===== config.mk =====
export PLATFORM = sky130hd
export DESIGN_NAME = key_pad_emulator
export DESIGN_NICKNAME = d
export VERILOG_FILES = /design/src/rtl/key_pad_emulator_pkg.sv /design/src/rtl/key_pad_emulator_req_fifo.sv /design/src/rtl/key_pad_emulator.sv
export SDC_FILE = /design/constraint.sdc
export NUM_CORES = 1
export LEC_CHECK = 0
export BUFFER_PORTS_ARGS = -buffer_cell sky130_fd_sc_hd__buf_2
export CAP_MARGIN = 40
export CORE_MARGIN = 5
export CORE_UTILIZATION = 60
export CTS_CLUSTER_DIAMETER = 200
export CTS_CLUSTER_SIZE = 8
export DETAILED_ROUTE_END_ITERATION = 7
export GPL_ROUTABILITY_DRIVEN = 0
export GPL_TIMING_DRIVEN = 0
export PLACE_DENSITY = 0.8
export SLEW_MARGIN = 20
export SYNTH_ARGS = -nofsm -noshare
export SYNTH_HDL_FRONTEND = slang
export SYNTH_HIERARCHICAL = 1
export SYNTH_SLANG_ARGS = --single-unit

===== constraint.sdc =====
create_clock -name clk -period 3.16 [get_ports clk]
set_clock_uncertainty 0.1 [all_clocks]
set_input_delay 0.316 -clock clk [delete_from_list [all_inputs] [get_ports clk]]
set_output_delay 0.316 -clock clk [all_outputs]
set_load 0.1 [all_outputs]

===== src/rtl/key_pad_emulator_pkg.sv =====
// Shared keypad definitions: key-to-matrix table, FSM states and idle constants.
// The state set includes BOUNCE only when KP_EMU_BOUNCE_EN is defined.
package key_pad_emulator_pkg;

  localparam logic [3:0] ROW_NONE = 4'b1111;
  localparam logic [3:0] COL_NONE = 4'b1111;

`ifdef KP_EMU_BOUNCE_EN
  typedef enum logic [1:0] {IDLE, BOUNCE, HOLD, GAP} kp_state_e;
`else
  typedef enum logic [1:0] {IDLE, HOLD, GAP} kp_state_e;
`endif

  // Returns {row, col}, both one-cold; the scanner decodes with this same table.
  function automatic logic [7:0] key_rc(input logic [3:0] key);
    logic [7:0] rc;
    case (key)
      4'h7: rc = {4'b1110, 4'b1110};
      4'h4: rc = {4'b1110, 4'b1101};
      4'h1: rc = {4'b1110, 4'b1011};
      4'h0: rc = {4'b1110, 4'b0111};
      4'h8: rc = {4'b1101, 4'b1110};
      4'h5: rc = {4'b1101, 4'b1101};
      4'h2: rc = {4'b1101, 4'b1011};
      4'hA: rc = {4'b1101, 4'b0111};
      4'h9: rc = {4'b1011, 4'b1110};
      4'h6: rc = {4'b1011, 4'b1101};
      4'h3: rc = {4'b1011, 4'b1011};
      4'hB: rc = {4'b1011, 4'b0111};
      4'hC: rc = {4'b0111, 4'b1110};
      4'hD: rc = {4'b0111, 4'b1101};
      4'hE: rc = {4'b0111, 4'b1011};
      default: rc = {4'b0111, 4'b0111};
    endcase
    return rc;
  endfunction

endpackage


===== src/rtl/key_pad_emulator_req_fifo.sv =====
// Request queue of {key, hold}: first-word fall-through FIFO with full/empty/count.
module kp_req_fifo #(
  parameter int DEPTH = 4,
  parameter int WIDTH = 12,
  localparam int AW = $clog2(DEPTH),
  localparam int CW = AW + 1
) (
  input  logic             clk,
  input  logic             rst,
  input  logic             push,
  input  logic [WIDTH-1:0] wr_data,
  input  logic             pop,
  output logic [WIDTH-1:0] rd_data,
  output logic             full,
  output logic             empty,
  output logic [CW-1:0]    count
);

  logic [WIDTH-1:0] mem [DEPTH];
  logic [AW-1:0]    wr_ptr;
  logic [AW-1:0]    rd_ptr;
  logic             do_push;
  logic             do_pop;

  assign full    = (count == CW'(DEPTH));
  assign empty   = (count == '0);
  assign do_push = push && !full;
  assign do_pop  = pop && !empty;
  assign rd_data = mem[rd_ptr];

  always_ff @(posedge clk) begin
    if (do_push) mem[wr_ptr] <= wr_data;
  end

  always_ff @(posedge clk or negedge rst) begin
    if (!rst) begin
      wr_ptr <= '0;
      rd_ptr <= '0;
      count  <= '0;
    end else begin
      if (do_push) wr_ptr <= wr_ptr + AW'(1);
      if (do_pop)  rd_ptr <= rd_ptr + AW'(1);
      case ({do_push, do_pop})
        2'b10:   count <= count + CW'(1);
        2'b01:   count <= count - CW'(1);
        default: count <= count;
      endcase
    end
  end

endmodule


===== src/rtl/key_pad_emulator.sv =====
// Keypad column emulator: replays queued key presses onto the 4x4 matrix.
// Optional contact chatter before each press is enabled with KP_EMU_BOUNCE_EN.
module key_pad_emulator
  import key_pad_emulator_pkg::*;
#(
  parameter int FIFO_DEPTH = 4,
  parameter int GAP_TICKS  = 4
`ifdef KP_EMU_BOUNCE_EN
  , parameter int BOUNCE_TICKS = 6
`endif
) (
  input  logic       clk,
  input  logic       rst,
  input  logic [3:0] kp_row,
  output logic [3:0] kp_col,
  input  logic       req_valid,
  input  logic [3:0] req_key,
  input  logic [7:0] req_hold,
  output logic       req_ready,
  output logic       key_active,
  output logic       busy
);

  localparam int CW = $clog2(FIFO_DEPTH) + 1;
  localparam logic [7:0] GAP_LOAD = 8'(GAP_TICKS);
`ifdef KP_EMU_BOUNCE_EN
  localparam logic [7:0] BOUNCE_LOAD = 8'(BOUNCE_TICKS);
`endif

  kp_state_e     state;
  logic [7:0]    cnt;
  logic [3:0]    cur_key;
  logic          press;
  logic [7:0]    cur_rc;
  logic          push;
  logic          pop;
  logic          fifo_full;
  logic          fifo_empty;
  logic [CW-1:0] fifo_count;
  logic [11:0]   head;
  logic [7:0]    head_hold;
`ifdef KP_EMU_BOUNCE_EN
  logic [7:0]    hold_r;
`endif

  kp_req_fifo #(.DEPTH(FIFO_DEPTH), .WIDTH(12)) u_fifo (
    .clk     (clk),
    .rst     (rst),
    .push    (push),
    .wr_data ({req_key, req_hold}),
    .pop     (pop),
    .rd_data (head),
    .full    (fifo_full),
    .empty   (fifo_empty),
    .count   (fifo_count)
  );

  assign req_ready = !fifo_full;
  assign push      = req_valid && req_ready;
  assign busy      = (state != IDLE) || (fifo_count != '0);
  assign head_hold = (head[7:0] == 8'd0) ? 8'd1 : head[7:0];
  // The last gap tick doubles as the idle pop, so back-to-back presses are exactly GAP_TICKS apart.
  assign pop       = !fifo_empty && ((state == IDLE) || (state == GAP && cnt == 8'd1));
  assign cur_rc    = key_rc(cur_key);

  always_comb begin
    kp_col = COL_NONE;
    if (press && kp_row == cur_rc[7:4]) kp_col = cur_rc[3:0];
  end

  always_ff @(posedge clk or negedge rst) begin
    if (!rst) begin
      state      <= IDLE;
      cnt        <= 8'd0;
      cur_key    <= 4'd0;
      press      <= 1'b0;
      key_active <= 1'b0;
`ifdef KP_EMU_BOUNCE_EN
      hold_r     <= 8'd0;
`endif
    end else begin
      case (state)
        IDLE: ;
`ifdef KP_EMU_BOUNCE_EN
        BOUNCE: begin
          if (cnt == 8'd1) begin
            state <= HOLD;
            cnt   <= hold_r;
            press <= 1'b1;
          end else begin
            cnt   <= cnt - 8'd1;
            press <= !press;
          end
        end
`endif
        HOLD: begin
          if (cnt == 8'd1) begin
            state      <= GAP;
            cnt        <= GAP_LOAD;
            press      <= 1'b0;
            key_active <= 1'b0;
          end else begin
            cnt <= cnt - 8'd1;
          end
        end
        GAP: begin
          if (cnt == 8'd1) state <= IDLE;
          else             cnt   <= cnt - 8'd1;
        end
        default: state <= IDLE;
      endcase
      // Starting a press overrides whatever the case above scheduled.
      if (pop) begin
        cur_key    <= head[11:8];
        press      <= 1'b1;
        key_active <= 1'b1;
`ifdef KP_EMU_BOUNCE_EN
        state      <= BOUNCE;
        cnt        <= BOUNCE_LOAD;
        hold_r     <= head_hold;
`else
        state      <= HOLD;
        cnt        <= head_hold;
`endif
      end
    end
  end

endmodule

==> out/results.tsv <==
stage	metric	value	unit
logic_synthesis	Yosys top cell area share	41.8	%
logic_synthesis	post-synthesis cell count	256	
finish	commonest cells after routing, fill and taps aside	edfxtp_1, buf_2, dfrtp_1	
logic_synthesis	top cells by area, synth	edfxtp_1, dfrtp_1, mux4_2, ha_1, mux4_1	
clock_tree	CTS Root Cell	clkbuf_8	
detailed_routing	drt pass-1 iters	6	
finish	number of diodes	0	
worst_hold_path	worst hold path class	in2reg	
clock_tree	Clock Latency Late Sink	0.34	ns
logic_synthesis	Synth Flop Type	edfxtp_1	
finish	fillers	377	
logic_synthesis	library cells used by synthesis	54	
logic_synthesis	post-synth top area cell	edfxtp_1	
floorplanning	die area	7360	um2
logic_synthesis	number of synthesized register bits	70	
logic_synthesis	Ys Warns	6	
floorplanning	Site Rows	27	
global_route	global route overflow	0	
sta	Slew Viols, Final	0	
sta	Setup Viol. Count Final	0	
detailed_routing	DRC Markers	0	
detailed_routing	via count	2114	
logic_synthesis	Mapped Avg Cell Area	13.5	um2
sta	Final Hold Viols	0	
sta	Peak Freq	340	MHz
setup_path	crit path launch type	register	
finish	P&R area growth vs syn	14.1	%
job	Max-cap violations	0	
detailed_routing	vias per std cell	5.68	
finish	share of cells above drive strength 1	22.7	%
clock_tree	H-tree lvl count	3	
logic_synthesis	Seq/Total Area, Yosys	57.8	%
outcome	status	complete, no violations	
clock_tree	CTS buffer count	9	
finish	FF+latch area	1990	um2
clock_tree	clk sink count	70	
global_route	first-pass GRT wire length	10.3	mm
pwr	Pleak	0.00154	uW
finish	Multi-input gate area	1320	um2
setup_path	Req. time, crit path	3.32	ns
detailed_routing	ANT nets after route	0	
logic_synthesis	Cell Area, Synth	3440	um2
global_route	initial antenna violation count	0	
floorplanning	chip height	85.8	um
placement	Port Buffers	25	
floorplanning	# IOs	26	
clock_tree	TritonCTS clock tree	yes	
finish	most common cell after layout, fill and taps aside	edfxtp_1	
sta	Slew @ Worst Pin	0.672	ns
pwr	Peak supply drop	0.506	mV
sta	Slew headroom	54.8	%
setup_path	kind of critical path	reg2reg	
setup_path	Worst setup EP type	register	
sta	crit path time final	2.94	ns
floorplanning	Initial Utilization	62.2	%
global_route	GRT Util Overall	18.7	%
logic_synthesis	number of synthesized flops with an enable pin	48	
finish	fin nets	327	
clock_tree	Longest Clk Path Bufs	2	
detailed_routing	Routed WL	6.22	mm
sta	final worst path period share	93.0	%
setup_path	crit path max fanout	10	
sta	RSZ-0062 raised after global routing	no	
floorplanning	core region area	5540	um2
floorplanning	die width	85.8	um
global_route	largest net degree at the start of global routing	23	
sta	hold slack	0.0852	ns
pwr	pwr/cell area	986	nW/um2
setup_path	CP arrival	3.10	ns
global_route	vias in the first global route	2113	
finish	Layout Utilization	70.9	%
logic_synthesis	asr flop ratio synth	31.4	%
detailed_routing	DR iter-0 viols	153	
detailed_routing	WL per Instance	16.7	um
logic_synthesis	syn_nets	288	
placement	post-DP HPWL	4.36	mm
clock_tree	Clock transition at path regs	0.08	ns
[synth_stat cells (all sizes together), types with 2 or more instances]
library cell  number
a21bo              2
a21o               2
a21oi             12
a221o              2
a22o               4
a31oi              2
and2               5
buf                5
clkbuf             4
dfrtp             22
edfxtp            48
ha                12
inv               17
mux2               2
mux2i              3
mux4              12
nand2             18
nand3              9
nand3b             3
nor2              17
nor2b              4
nor3               4
nor4               3
nor4b              2
o21ai             16
o31ai              2
xnor2              5
xor2               3
[cells by family (layout without fill, tap and decap cells)]
group,after synthesis,after routing,synth area share [%]
buf+inv,26,70,4.00
fa+ha+maj,13,13,4.94
xor+xnor,8,8,2.03
simple gates,71,71,11.3
compound gates,51,51,9.92
mux,17,17,10.0
flops,70,70,57.8
[critical path, cell delays in order, from the launching register on]
cell and delay [ns]:
dfrtp_1 0.41, inv_1 0.09, ha_1 0.15, nor4b_4 0.23
a21bo_2 0.20, nand2_1 0.13, inv_2 0.15, buf_6 0.15
o31a_1 0.16, ha_1 0.18, inv_1 0.07, fa_1 0.39
xor2_1 0.15, nor2_1 0.14, xor2_1 0.16
[where the power goes]
part / leakage, uW / internal [uW] / total [uW] / switching [uW]
Sequential: 0.000699 / 1270 / 1470 / 203
Clock: 0.000116 / 524 / 848 / 323
Combinational: 0.000721 / 678 / 1560 / 878
[per-layer routing]
metal / part of all wire, % / track usage [%] / vias up
met5: 0 / 0 / -
met2: 48 / 30.2 / 59
li1: - / - / 1037
met3: 4.2 / 3.75 / 13
met4: 2.1 / 9.50 / 0
met1: 45 / 24.2 / 1005
[sequential cells by signal, indices dropped and copies added (netlist names)]
register       count
state              2
u_fifo/wr_ptr      2
u_fifo/count       3
cur_key            4
cnt                8
u_fifo/mem        48
press              1
u_fifo/rd_ptr      2
[layout make-up]
cell class / count / area share, %
sequential: 70 / 50.7
multi-input combinational: 160 / 33.6
timing repair buffer: 28 / 3.82
clock buffer: 10 / 3.25
clock inverter: 6 / 2.83
tap: 72 / 2.29
buffer: 9 / 1.88
inverter: 17 / 1.62
[what timing repair did]
action,in CTS,in global routing
resized for setup,0,1
hold buffers,1,0
setup buffers,1,1
hold endpoints to repair,22,0
endpoints found under the setup margin,1,1
[per-stage QoR]
step | setup TNS, ns | cell area, um2 | cells | power, uW | setup WS, ns
6_report | 0 | 3930 | 372 | 3870 | 0.221
5_1_grt | 0 | 3930 | 372 | 4130 | 0.0231
4_1_cts | 0 | 3920 | 371 | 3890 | 0.0154
3_5_place_dp | -0.0292 | 3660 | 353 | 3030 | -0.0292
3_3_place_gp | 0 | 3660 | 353 | 2960 | 0.0948
2_1_floorplan | 0 | 3440 | 256 | 2680 | 0.406
[path summary, 6_finish.rpt]
| path | endpoint | start | cells past startpoint | slack (ns) |
|---|---|---|---|---|
| setup / recovery | u_fifo/count[2]$_DFFE_PN0P_ | cnt[1]$_DFFE_PN0P_ | 14 | 0.22 |
| hold / removal | u_fifo/mem[3][10]$_DFFE_PP_ | req_key[2] | 1 | 0.09 |
| setup reg to reg | u_fifo/count[2]$_DFFE_PN0P_ | cnt[1]$_DFFE_PN0P_ | 14 | 0.22 |
| hold reg to reg | u_fifo/count[2]$_DFFE_PN0P_ | u_fifo/count[2]$_DFFE_PN0P_ | 1 | 0.46 |
| max in group asynchronous | cur_key[1]$_DFFE_PN0P_ | rst | 2 | 2.22 |
| min in group asynchronous | u_fifo/wr_ptr[1]$_DFFE_PN0P_ | rst | 2 | 0.38 |
(Power assumes the default switching activity.)
